[config.mk]
export PLATFORM = sky130hd
export DESIGN_NAME = operand_loader
export DESIGN_NICKNAME = d
export VERILOG_FILES = /design/src/rtl/operand_loader.sv
export SDC_FILE = /design/constraint.sdc
export NUM_CORES = 1
export LEC_CHECK = 0
export BUFFER_PORTS_ARGS = -buffer_cell sky130_fd_sc_hd__clkbuf_2
export CAP_MARGIN = 15
export CORE_MARGIN = 2
export CORE_UTILIZATION = 50
export CTS_BUF_LIST = sky130_fd_sc_hd__clkbuf_4
export DETAILED_ROUTE_END_ITERATION = 6
export GPL_ROUTABILITY_DRIVEN = 0
export PLACE_DENSITY = 0.8
export RECOVER_POWER = 100
export SYNTH_ARGS = -nofsm -noshare
export SYNTH_HDL_FRONTEND = slang
export SYNTH_SLANG_ARGS = --single-unit
[constraint.sdc]
create_clock -name clk -period 2.4 [get_ports clk]
set_input_delay 0.12 -clock clk [delete_from_list [all_inputs] [get_ports clk]]
set_output_delay 0.12 -clock clk [all_outputs]
set_load 0.02 [all_outputs]
[src/rtl/operand_loader.sv]
// operand_loader: button-driven operand entry sequencer.
// Two raw pushbuttons are synchronized, debounced and edge-detected; the
// resulting one-cycle press events step a four-state FSM that captures
// operand A, operand B and the opcode from the switch bus in turn.
module operand_loader #(
  parameter int DEBOUNCE_CYCLES = 20000
) (
  input  logic        clk,
  input  logic        rst_n,
  input  logic [31:0] sw,
  input  logic        btn_next,
  input  logic        btn_clear,
  output logic [31:0] operand_a,
  output logic [31:0] operand_b,
  output logic [3:0]  op,
  output logic [1:0]  stage,
  output logic        ready,
  output logic        load_pulse
);

  localparam int CW = (DEBOUNCE_CYCLES > 1) ? $clog2(DEBOUNCE_CYCLES) : 1;
  localparam logic [CW-1:0] CNT_MAX = CW'(DEBOUNCE_CYCLES - 1);

  // Index 0 is the "next" button, index 1 the "clear" button.
  localparam int NEXT_IDX  = 0;
  localparam int CLEAR_IDX = 1;

  typedef enum logic [1:0] {
    LOAD_A  = 2'd0,
    LOAD_B  = 2'd1,
    LOAD_OP = 2'd2,
    READY   = 2'd3
  } state_e;

  logic [1:0]    btn_raw;
  logic [1:0]    sync1_q, sync2_q;
  logic [1:0]    db_q, db_dly_q;
  logic [CW-1:0] cnt_q [2];
  logic [1:0]    press;

  state_e        state_q, state_d;
  logic [31:0]   operand_a_q, operand_a_d;
  logic [31:0]   operand_b_q, operand_b_d;
  logic [3:0]    op_q, op_d;
  logic          ready_q;
  logic          load_pulse_q, load_pulse_d;

  assign btn_raw = {btn_clear, btn_next};

  // Synchronize, debounce and delay both buttons; reset restarts debouncing.
  // NOTE: sequential state uses non-blocking assignments only, so every
  // register in this block samples the values from before the edge.
  always_ff @(posedge clk) begin
    if (!rst_n) begin
      sync1_q  <= '0;
      sync2_q  <= '0;
      db_q     <= '0;
      db_dly_q <= '0;
      for (int i = 0; i < 2; i++) cnt_q[i] <= '0;
    end else begin
      sync1_q  <= btn_raw;
      sync2_q  <= sync1_q;
      db_dly_q <= db_q;
      for (int i = 0; i < 2; i++) begin
        if (sync2_q[i] == db_q[i]) begin
          cnt_q[i] <= '0;
        end else if (cnt_q[i] == CNT_MAX) begin
          db_q[i]  <= sync2_q[i];
          cnt_q[i] <= '0;
        end else begin
          cnt_q[i] <= cnt_q[i] + CW'(1);
        end
      end
    end
  end

  // One-cycle event on each debounced rising edge; releases are ignored.
  assign press = db_q & ~db_dly_q;

  // Next-state and capture logic; clear overrides next in the same cycle.
  // NOTE: every signal driven here gets a default first, so no path can
  // leave it unassigned and infer a latch.
  always_comb begin
    state_d      = state_q;
    operand_a_d  = operand_a_q;
    operand_b_d  = operand_b_q;
    op_d         = op_q;
    load_pulse_d = 1'b0;
    if (press[CLEAR_IDX]) begin
      state_d     = LOAD_A;
      operand_a_d = '0;
      operand_b_d = '0;
      op_d        = '0;
    end else if (press[NEXT_IDX]) begin
      case (state_q)
        LOAD_A: begin
          operand_a_d  = sw;
          load_pulse_d = 1'b1;
          state_d      = LOAD_B;
        end
        LOAD_B: begin
          operand_b_d  = sw;
          load_pulse_d = 1'b1;
          state_d      = LOAD_OP;
        end
        LOAD_OP: begin
          op_d         = sw[31:28];
          load_pulse_d = 1'b1;
          state_d      = READY;
        end
        READY:   state_d = LOAD_A;
        default: state_d = LOAD_A;
      endcase
    end
  end

  // FSM state, captured operands and registered status outputs.
  always_ff @(posedge clk) begin
    if (!rst_n) begin
      state_q      <= LOAD_A;
      operand_a_q  <= '0;
      operand_b_q  <= '0;
      op_q         <= '0;
      ready_q      <= 1'b0;
      load_pulse_q <= 1'b0;
    end else begin
      state_q      <= state_d;
      operand_a_q  <= operand_a_d;
      operand_b_q  <= operand_b_d;
      op_q         <= op_d;
      ready_q      <= (state_d == READY);
      load_pulse_q <= load_pulse_d;
    end
  end

  assign operand_a  = operand_a_q;
  assign operand_b  = operand_b_q;
  assign op         = op_q;
  assign stage      = state_q;
  assign ready      = ready_q;
  assign load_pulse = load_pulse_q;

endmodule

==> results of run 1 <==
==> layout make-up <==
cell class	instances	area (µm²)	share of cell area
Inverter	8	30.03	0.005426
Timing Repair Buffer	147	828.3	0.1497
Clock buffer	10	75.07	0.01357
Multi-Input combinational cell	376	1883	0.3403
Clock inverter	6	80.08	0.01447
Sequential cell	110	2502	0.4522
Tap cell	108	135.1	0.02442
==> cell families (layout without fill, tap and decap cells) <==
kind of cell,after synthesis,in the layout,share of synthesized area
simple gates,238,238,0.2391
buf+inv,35,171,0.03233
other cells,1,30,0.0008500
compound gates,71,71,0.08054
fa+ha+maj,7,7,0.01985
mux,2,2,0.004538
flops,110,110,0.5672
xor+xnor,28,28,0.05559
==> state kept, by name, summed over array words and instances (netlist names) <==
register,flops
db_q,2
operand_b,32
sync1_q,2
op,4
operand_a,32
cnt_q,30
ready,1
db_dly_q,2
sync2_q,2
load_pulse,1
stage,2
==> power by group through the flow <==
stage,clock (mW),sequential (mW),combinational (mW)
2_1_floorplan,0,1.99,0.0627
3_3_place_gp,0,1.99,0.109
4_1_cts,0.996,1.96,0.155
6_report,0.978,1.96,0.155
5_1_grt,1.08,1.96,0.173
3_5_place_dp,0,2.00,0.110
==> routing by layer <==
| layer | wire, µm | vias to the layer above | part of all wire |
|---|---|---|---|
| li1 | - | 1923 | - |
| met1 | 4290 | 1780 | 0.41 |
| met2 | 5176 | 128 | 0.50 |
| met3 | 541 | 39 | 0.052 |
| met4 | 425 | 0 | 0.041 |
| met5 | 0 | - | 0 |
==> metrics by stage <==
step                setup WS (ns)  hold WS, ns    util
floorplan                  0.3789       0.2473       -
global placement           0.3712       0.3310  0.5961
detailed placement         0.3368       0.3319  0.5961
CTS                        0.2547      0.04968  0.6534
global route               0.1191      0.05663  0.6408
finish                     0.2041      0.04816  0.6408
==> final timing paths <==
path	from	to	slack, ns	cells past startpoint
worst max-delay path	cnt_q[1][6]	cnt_q[1][12]	0.20	4
worst min-delay path	rst_n	sync1_q[0]	0.05	2
worst max register to register	cnt_q[1][6]	cnt_q[1][12]	0.20	4
worst min register to register	sync1_q[1]	sync2_q[1]	0.45	1
==> layout by cell type (no fill, tap or decap), types with 10 or more instances in the layout <==
cell type,netlist,final
clkbuf_4,0,10
nand3_1,16,16
nand4_1,10,10
a21oi_1,69,69
nand2_1,141,141
clkbuf_2,0,36
dfxtp_1,80,80
xor2_1,15,15
edfxtp_1,30,30
nor2_1,35,35
dlygate4sd3_1,0,34
conb_1,1,30
clkbuf_1,26,72
xnor2_1,13,13
==> impl_metrics.csv, run 1 <==
group,metric,value,unit
layout,area_delta_synth_final,25.44,%
run_status,status,"finished, final reports clean",
global_routing,use_met1,0.2686,
placement,port_buffers,107,
clocking,post-cts-setup-buffers,0,
global_routing,grt_use_met3,0.04724,
routing,drcViolationCount,0,
global_routing,grt_use_total,0.2220,
global_routing,antenna_found_initial,0,
logic_synthesis,synthTopCellsByCount,"nand2_1, dfxtp_1, a21oi_1, nor2_1, edfxtp_1",
die,num_rows,34,
critical_path,crit_path_cell_trace,"or4b_1 -> or4_1 -> nand3_4 -> nor2_1",
hold_path,hold_path.class,"in -> reg",
logic_synthesis,synth_top_cell_by_area,"dfxtp_1",
routing,wl,10.43,mm
critical_path,required,2.62,ns
die,coreArea,0.008636,mm²
die,initial_core_util,0.5109,
logic_synthesis,yosysMostFrequentCell,"nand2_1",
logic_synthesis,ys_async_sr_fraction,0,
clocking,cts_max_path_buffers,2,
layout,antenna_cells,0,
routing,via_count,3870,
clocking,cts-resized-gates,0,
placement,dpl.cell_count,715,
critical_path,path_class,"reg -> reg",
logic_synthesis,synth.distinct_cells,29,
critical_path,cp.arrival,2.42,ns
clocking,cts_sinks,110,
timing,rsz0062_at_grt,"no",
layout,drive_above_1_share,0.08980,
clocking,htree_levels,3,
critical_path,start_kind,"flip-flop",
global_routing,busiest_layer,"met2",
layout,final_cell_area,0.005534,mm²
timing,hold_viol,0,
timing,finalCritPeriodShare,0.9149,
global_routing,grt_pass1_vias,3781,
timing,finalSetupViolCount,0,
critical_path,crit_buf_inv,0,
timing,worstMarginPinSlew,1.378,ns
timing,fmax,455.4,MHz
clocking,root_buffer,"clkbuf_4",
logic_synthesis,synth_area_leaders,"dfxtp_1, edfxtp_1, nand2_1",
routing,ant_nets,0,
die,dieArea,0.009591,mm²
logic_synthesis,yosys_warnings,0,
layout,fillers,778,
power,p_leak,1.979,nW
global_routing,grt_pass1_wl,17.19,mm
global_routing,grt_max_degree,73,
power,power_density,558.6,mW/mm²
timing,finClkSkew,0.02534,ns
clocking,worstSkewPairLatency,0.47,ns
power,power_frac_comb,0.050,
placement,dp_hpwl,6.841,mm
logic_synthesis,ys_seq_area_frac,0.5672,
power,peakVddDrop,0.3203,mV
timing,setup-tns-final,0,ns
die,dieHeight,97.94,µm
logic_synthesis,synth_edf_count,30,
critical_path,cp-end-kind,"flip-flop",
routing,post_drt_wl_per_cell,13.64,µm
critical_path,crit_fanout,15,
global_routing,gr-total-overflow,0,
routing,dr.first_iter.drc_count,154,
clocking,cts_buffers,9,
layout,instances_no_fill,765,
logic_synthesis,syn_area,0.004412,mm²
die,io_pins,108,
critical_path,slowest_delay,0.60,ns
timing,report.final.slew_viol_count,0,
critical_path,critPathTopFamily,"simple AND/OR/NAND/NOR gates",
logic_synthesis,syn_area_per_cell,8.967,µm²
clocking,cts_hold_buffers,34,
timing,maxSlewHeadroom,0.08124,
die,dieWidth,97.94,µm
layout,finalNetCount,695,
critical_path,cpMaxStageDelayCell,"or4_1",
flow_run,cap_violations,0,
clocking,cts_tree,"built",
logic_synthesis,netlist_instances,492,
power,switching_share,0.2364,
timing,finalCriticalPeriod,2.196,ns
placement,placed_area,0.005147,mm²
logic_synthesis,synth-seq-cells,110,
logic_synthesis,synth_top_area_frac,0.3630,
power,finalPower,3.091,mW
power,p_clk_frac,0.316,
power,pwr-share-seq,0.633,
global_routing,use_met2,0.3736,
power,p_int,2.361,mW
logic_synthesis,synth_ff_type,"dfxtp_1",
routing,via_per_inst,5.059,
clocking,clkTransAtPathRegs,0.18,ns
routing,drt_pre_antenna_iters,4,
power,p_switching,0.7309,mW
No activity file was read; power rests on OpenSTA's default activity.
==> run 2, diff against run 1 <==
--- a/config.mk
+++ b/config.mk
@@ -12,8 +12,9 @@
 export CTS_BUF_LIST = sky130_fd_sc_hd__clkbuf_4
 export DETAILED_ROUTE_END_ITERATION = 6
 export GPL_ROUTABILITY_DRIVEN = 0
-export PLACE_DENSITY = 0.8
+export PLACE_DENSITY = 0.78
 export RECOVER_POWER = 100
+export SLEW_MARGIN = 20
 export SYNTH_ARGS = -nofsm -noshare
 export SYNTH_HDL_FRONTEND = slang
 export SYNTH_SLANG_ARGS = --single-unit
==> impl_metrics.csv, run 2 (synthesized netlist as in run 1, its figures left out) <==
group,metric,value,unit
run_status,status,"finished, final reports clean",
critical_path,cpMaxStageDelayCell,"or4_1",
placement,port_buffers,107,
routing,wl,10.12,mm
routing,post_drt_wl_per_cell,13.22,µm
critical_path,rr_startpoint,"cnt_q[1][6]",
clocking,clkTransAtPathRegs,0.15,ns
clocking,cts_sinks,110,
critical_path,crit_buf_inv,0,
die,initial_core_util,0.5109,
critical_path,rrSetupSlack,0.25,ns
critical_path,start_kind,"flip-flop",
placement,pre_cts_slack,0.3065,ns
timing,fmax,465.8,MHz
global_routing,antenna_found_initial,0,
power,p_leak,1.968,nW
layout,finalNetCount,695,
timing,finalCritPeriodShare,0.8945,
global_routing,grt_pass1_wl,17.11,mm
routing,via_per_inst,5.025,
timing,worstMarginPinSlew,0.7136,ns
layout,drive_above_1_share,0.08676,
layout,multi_input_area,0.001883,mm²
global_routing,grt_pass1_vias,3768,
clocking,root_buffer,"clkbuf_4",
critical_path,path_class,"reg -> reg",
timing,finalCriticalPeriod,2.147,ns
timing,report.final.slew_viol_count,0,
timing,setup-tns-final,0,ns
critical_path,cp.arrival,2.36,ns
timing,finClkSkew,0.03152,ns
timing,setup_slack,0.2532,ns
timing,maxSlewHeadroom,0.5243,
hold_path,worstHoldStart,"rst_n",
critical_path,slowest_delay,0.60,ns
die,io_pins,108,
critical_path,required,2.61,ns
hold_path,holdPathEnd,"sync1_q[0]",
critical_path,reg2reg_to,"cnt_q[1][8]",
clocking,htree_levels,3,
layout,antenna_cells,0,
routing,via_count,3844,
routing,drcViolationCount,0,
power,power_density,540.0,mW/mm²
layout,final_core_util,0.6382,
clocking,post-cts-setup-buffers,0,
routing,dr.first_iter.drc_count,274,
die,dieArea,0.009591,mm²
layout,final_common_cell,"nand2_1",
timing,finalSetupViolCount,0,
power,peakVddDrop,0.3251,mV
layout,most-common-layout-cells,"nand2_1, dfxtp_1, clkbuf_1",
timing,hold_viol,0,
die,num_rows,34,
clocking,cts_buffers,9,
flow_run,cap_violations,0,
routing,ant_nets,0,
layout,fillers,771,
hold_path,hold_path_depth,2,
global_routing,grt_use_total,0.2193,
layout,ff_latch_area,0.002502,mm²
global_routing,gr-total-overflow,0,
critical_path,crit_fanout,15,
critical_path,cp-end-kind,"flip-flop",
global_routing,grt_max_degree,65,
die,coreArea,0.008636,mm²
clocking,cts_max_path_buffers,2,
routing,drt_pre_antenna_iters,4,
die,dieWidth,97.94,µm
critical_path,critPathTopFamily,"simple AND/OR/NAND/NOR gates",
critical_path,crit_path_cell_trace,"or4b_1 -> or4_1 -> nand3_4 -> nor2_1",
layout,area_delta_synth_final,24.93,%
die,dieHeight,97.94,µm
placement,dp_hpwl,6.536,mm
clocking,worstSkewPairLatency,0.47,ns
timing,rsz0062_at_grt,"no",
hold_path,hold_path.class,"in -> reg",
critical_path,reg2regPathDepth,4,
clocking,cts_tree,"built",
run 2: cell types whose count changed in the layout (fill, tap and decap cells not counted), sizes merged:
cell and delta:
clkinvlp -1, clkbuf +2, buf -2, inv +1
bufinv -1, clkinv +1
run 2: metrics by stage:
stage | total power [mW] | hold slack, ns | std cells | instance area (µm²)
4_1_cts | 3.006 | 0.05439 | 765 | 5615
5_1_grt | 3.108 | 0.05843 | 765 | 5512
3_5_place_dp | 2.106 | 0.3364 | 715 | 5147
3_3_place_gp | 2.104 | 0.3312 | 715 | 5147
6_report | 2.976 | 0.08452 | 765 | 5512
2_1_floorplan | 2.051 | 0.2473 | 521 | 4521
run 2: per-layer routing:
metal | track usage | vias to the layer above | wire, µm
met5 | 0 | - | 0
met4 | 0.1079 | 0 | 324
met3 | 0.03651 | 27 | 485
met2 | 0.3767 | 127 | 4949
met1 | 0.2673 | 1759 | 4358
li1 | - | 1931 | -
run 2: repair_timing:
item,CTS,global route
endpoints found under the hold margin,70,0
setup endpoints to repair,0,0
resized for setup,0,0
hold buffers,34,0
run 2: power breakdown:
part / internal (mW) / switching, mW
clock network: 0.245 / 0.616
logic: 0.0822 / 0.0763
registers: 1.93 / 0.0259
run 2: worst max path at each step:
stage                             end  cells after the start         from
after floorplan           cnt_q[1][6]                      5  cnt_q[1][6]
after global placement    cnt_q[1][9]                      4  cnt_q[1][6]
after detailed placement  cnt_q[1][8]                      4  cnt_q[1][6]
after CTS                 cnt_q[1][8]                      4  cnt_q[1][6]
after global routing      cnt_q[1][8]                      4  cnt_q[1][6]
final                     cnt_q[1][8]                      4  cnt_q[1][6]
run 2: final cells by class:
type	count	area share
clock buffer	10	0.01362
clock inverter	6	0.009535
inverter	8	0.005448
multi-input combinational	376	0.3417
sequential	110	0.4540
tap	108	0.02452
timing repair buffer	147	0.1512
run 2: worst reg2reg max path: stages, from the launching register on:
cell and delay [ns]:
edfxtp_1 0.49, or4b_1 0.53, or4_1 0.60, nand3_4 0.21
nor2_1 0.08
==> run 3, diff against run 2 <==
--- a/config.mk
+++ b/config.mk
@@ -7,12 +7,14 @@
 export LEC_CHECK = 0
 export BUFFER_PORTS_ARGS = -buffer_cell sky130_fd_sc_hd__clkbuf_2
 export CAP_MARGIN = 15
+export CELL_PAD_IN_SITES_DETAIL_PLACEMENT = 1
+export CELL_PAD_IN_SITES_GLOBAL_PLACEMENT = 2
 export CORE_MARGIN = 2
-export CORE_UTILIZATION = 50
+export CORE_UTILIZATION = 33
 export CTS_BUF_LIST = sky130_fd_sc_hd__clkbuf_4
 export DETAILED_ROUTE_END_ITERATION = 6
 export GPL_ROUTABILITY_DRIVEN = 0
-export PLACE_DENSITY = 0.78
+export PLACE_DENSITY = 0.85
 export RECOVER_POWER = 100
 export SLEW_MARGIN = 20
 export SYNTH_ARGS = -nofsm -noshare
==> impl_metrics.csv, run 3 (synthesized netlist as in run 1, its figures left out) <==
group,metric,value,unit
run_status,status,"finished, final reports clean",
global_routing,grt_pass1_vias,3976,
flow_run,cap_violations,0,
global_routing,gr-total-overflow,0,
die,io_pins,108,
timing,finalCritPeriodShare,0.9225,
placement,dp_hpwl,8.113,mm
global_routing,grt_max_degree,55,
layout,final_cell_area,0.005575,mm²
placement,placed_area,0.005228,mm²
global_routing,use_met2,0.3004,
critical_path,start_kind,"flip-flop",
power,peakVddDrop,0.2083,mV
clocking,htree_levels,3,
critical_path,crit_fanout,15,
timing,finalSetupViolCount,0,
clocking,cts_hold_buffers,34,
layout,antenna_cells,0,
die,initial_core_util,0.3358,
clocking,cts_tree,"built",
global_routing,busiest_layer,"met2",
critical_path,cp.arrival,2.45,ns
critical_path,path_class,"reg -> reg",
layout,most-common-layout-cells,"nand2_1, dfxtp_1, clkbuf_1",
clocking,worstSkewPairLatency,0.49,ns
die,dieHeight,119.6,µm
die,coreArea,0.01314,mm²
timing,finClkSkew,0.02531,ns
global_routing,grt_pass1_wl,19.46,mm
timing,finalCriticalPeriod,2.214,ns
routing,ant_nets,0,
critical_path,required,2.63,ns
routing,via_per_inst,4.674,
power,power_density,536.1,mW/mm²
routing,drcViolationCount,0,
placement,port_buffers,107,
routing,wl,11.95,mm
layout,drive_above_1_share,0.08663,
layout,final_common_cell,"nand2_1",
global_routing,grt_use_total,0.1715,
timing,rsz0062_at_grt,"no",
global_routing,antenna_found_initial,0,
timing,maxSlewHeadroom,0.2465,
routing,via_count,3898,
timing,worstMarginPinSlew,1.130,ns
clocking,cts_sinks,110,
clocking,clkTransAtPathRegs,0.17,ns
routing,post_drt_wl_per_cell,14.33,µm
power,p_leak,1.962,nW
clocking,cts_max_path_buffers,2,
clocking,cts_buffers,9,
timing,hold_slack,0.03651,ns
critical_path,cp-end-kind,"flip-flop",
clocking,post-cts-setup-buffers,0,
routing,drt_pre_antenna_iters,4,
global_routing,use_met1,0.2082,
die,dieWidth,119.6,µm
die,dieArea,0.01431,mm²
global_routing,grt_use_met3,0.03517,
routing,dr.first_iter.drc_count,163,
die,num_rows,42,
layout,area_delta_synth_final,26.38,%
timing,hold_viol,0,
clocking,root_buffer,"clkbuf_4",
timing,setup-tns-final,0,ns
timing,report.final.slew_viol_count,0,
layout,finalNetCount,696,
timing,fmax,451.7,MHz
hold_path,hold_path.class,"in -> reg",
clocking,cts-resized-gates,0,
==> run 3: power breakdown <==
group | internal, mW | switching [mW] | total [mW]
Clock | 0.235 | 0.638 | 0.873
Sequential | 1.93 | 0.0264 | 1.96
Combinational | 0.0799 | 0.0788 | 0.159
Total | 2.25 | 0.743 | 2.99
==> run 3: layout make-up <==
| type | count | area, µm² |
|---|---|---|
| inverters | 8 | 30.03 |
| well taps | 176 | 220.2 |
| fillers | 1673 | 7562 |
| clock buffers | 10 | 75.07 |
| clock inverters | 6 | 46.29 |
| flip-flops and latches | 110 | 2502 |
| repair buffers | 148 | 829.5 |
| multi-input cells | 376 | 1872 |
==> run 3: metal layers <==
metal / vias up / share of wire
met2: 78 / 0.51
met4: 0 / 0.015
li1: 1925 / -
met1: 1883 / 0.44
met3: 12 / 0.035
met5: - / 0
==> run 3: path summary, 6_finish.rpt <==
check              startpoint           end  slack (ns)  depth (start not counted)
setup reg to reg  cnt_q[1][6]  cnt_q[1][12]        0.19                          4
hold reg to reg    sync1_q[0]    sync2_q[0]        0.45                          1
hold / removal          rst_n       db_q[1]        0.04                          2
setup / recovery  cnt_q[1][6]  cnt_q[1][12]        0.19                          4
==> run 3: per-stage QoR <==
stage          utilization  power, mW  setup WS [ns]  instances
6_report            0.4244      2.989         0.1861        834
5_1_grt             0.4244      3.137         0.1074        834
4_1_cts             0.4330      3.036         0.2433        834
3_5_place_dp        0.3979      2.112         0.2660        784
3_3_place_gp        0.3979      2.107         0.3530        784
2_1_floorplan            -      2.051         0.3789        521
==> run 3: critical path: stages, from the launching register on <==
cell,delay [ns]
edfxtp_1,0.51
or4b_1,0.54
or4_1,0.61
nand3_4,0.23
nor2_1,0.08
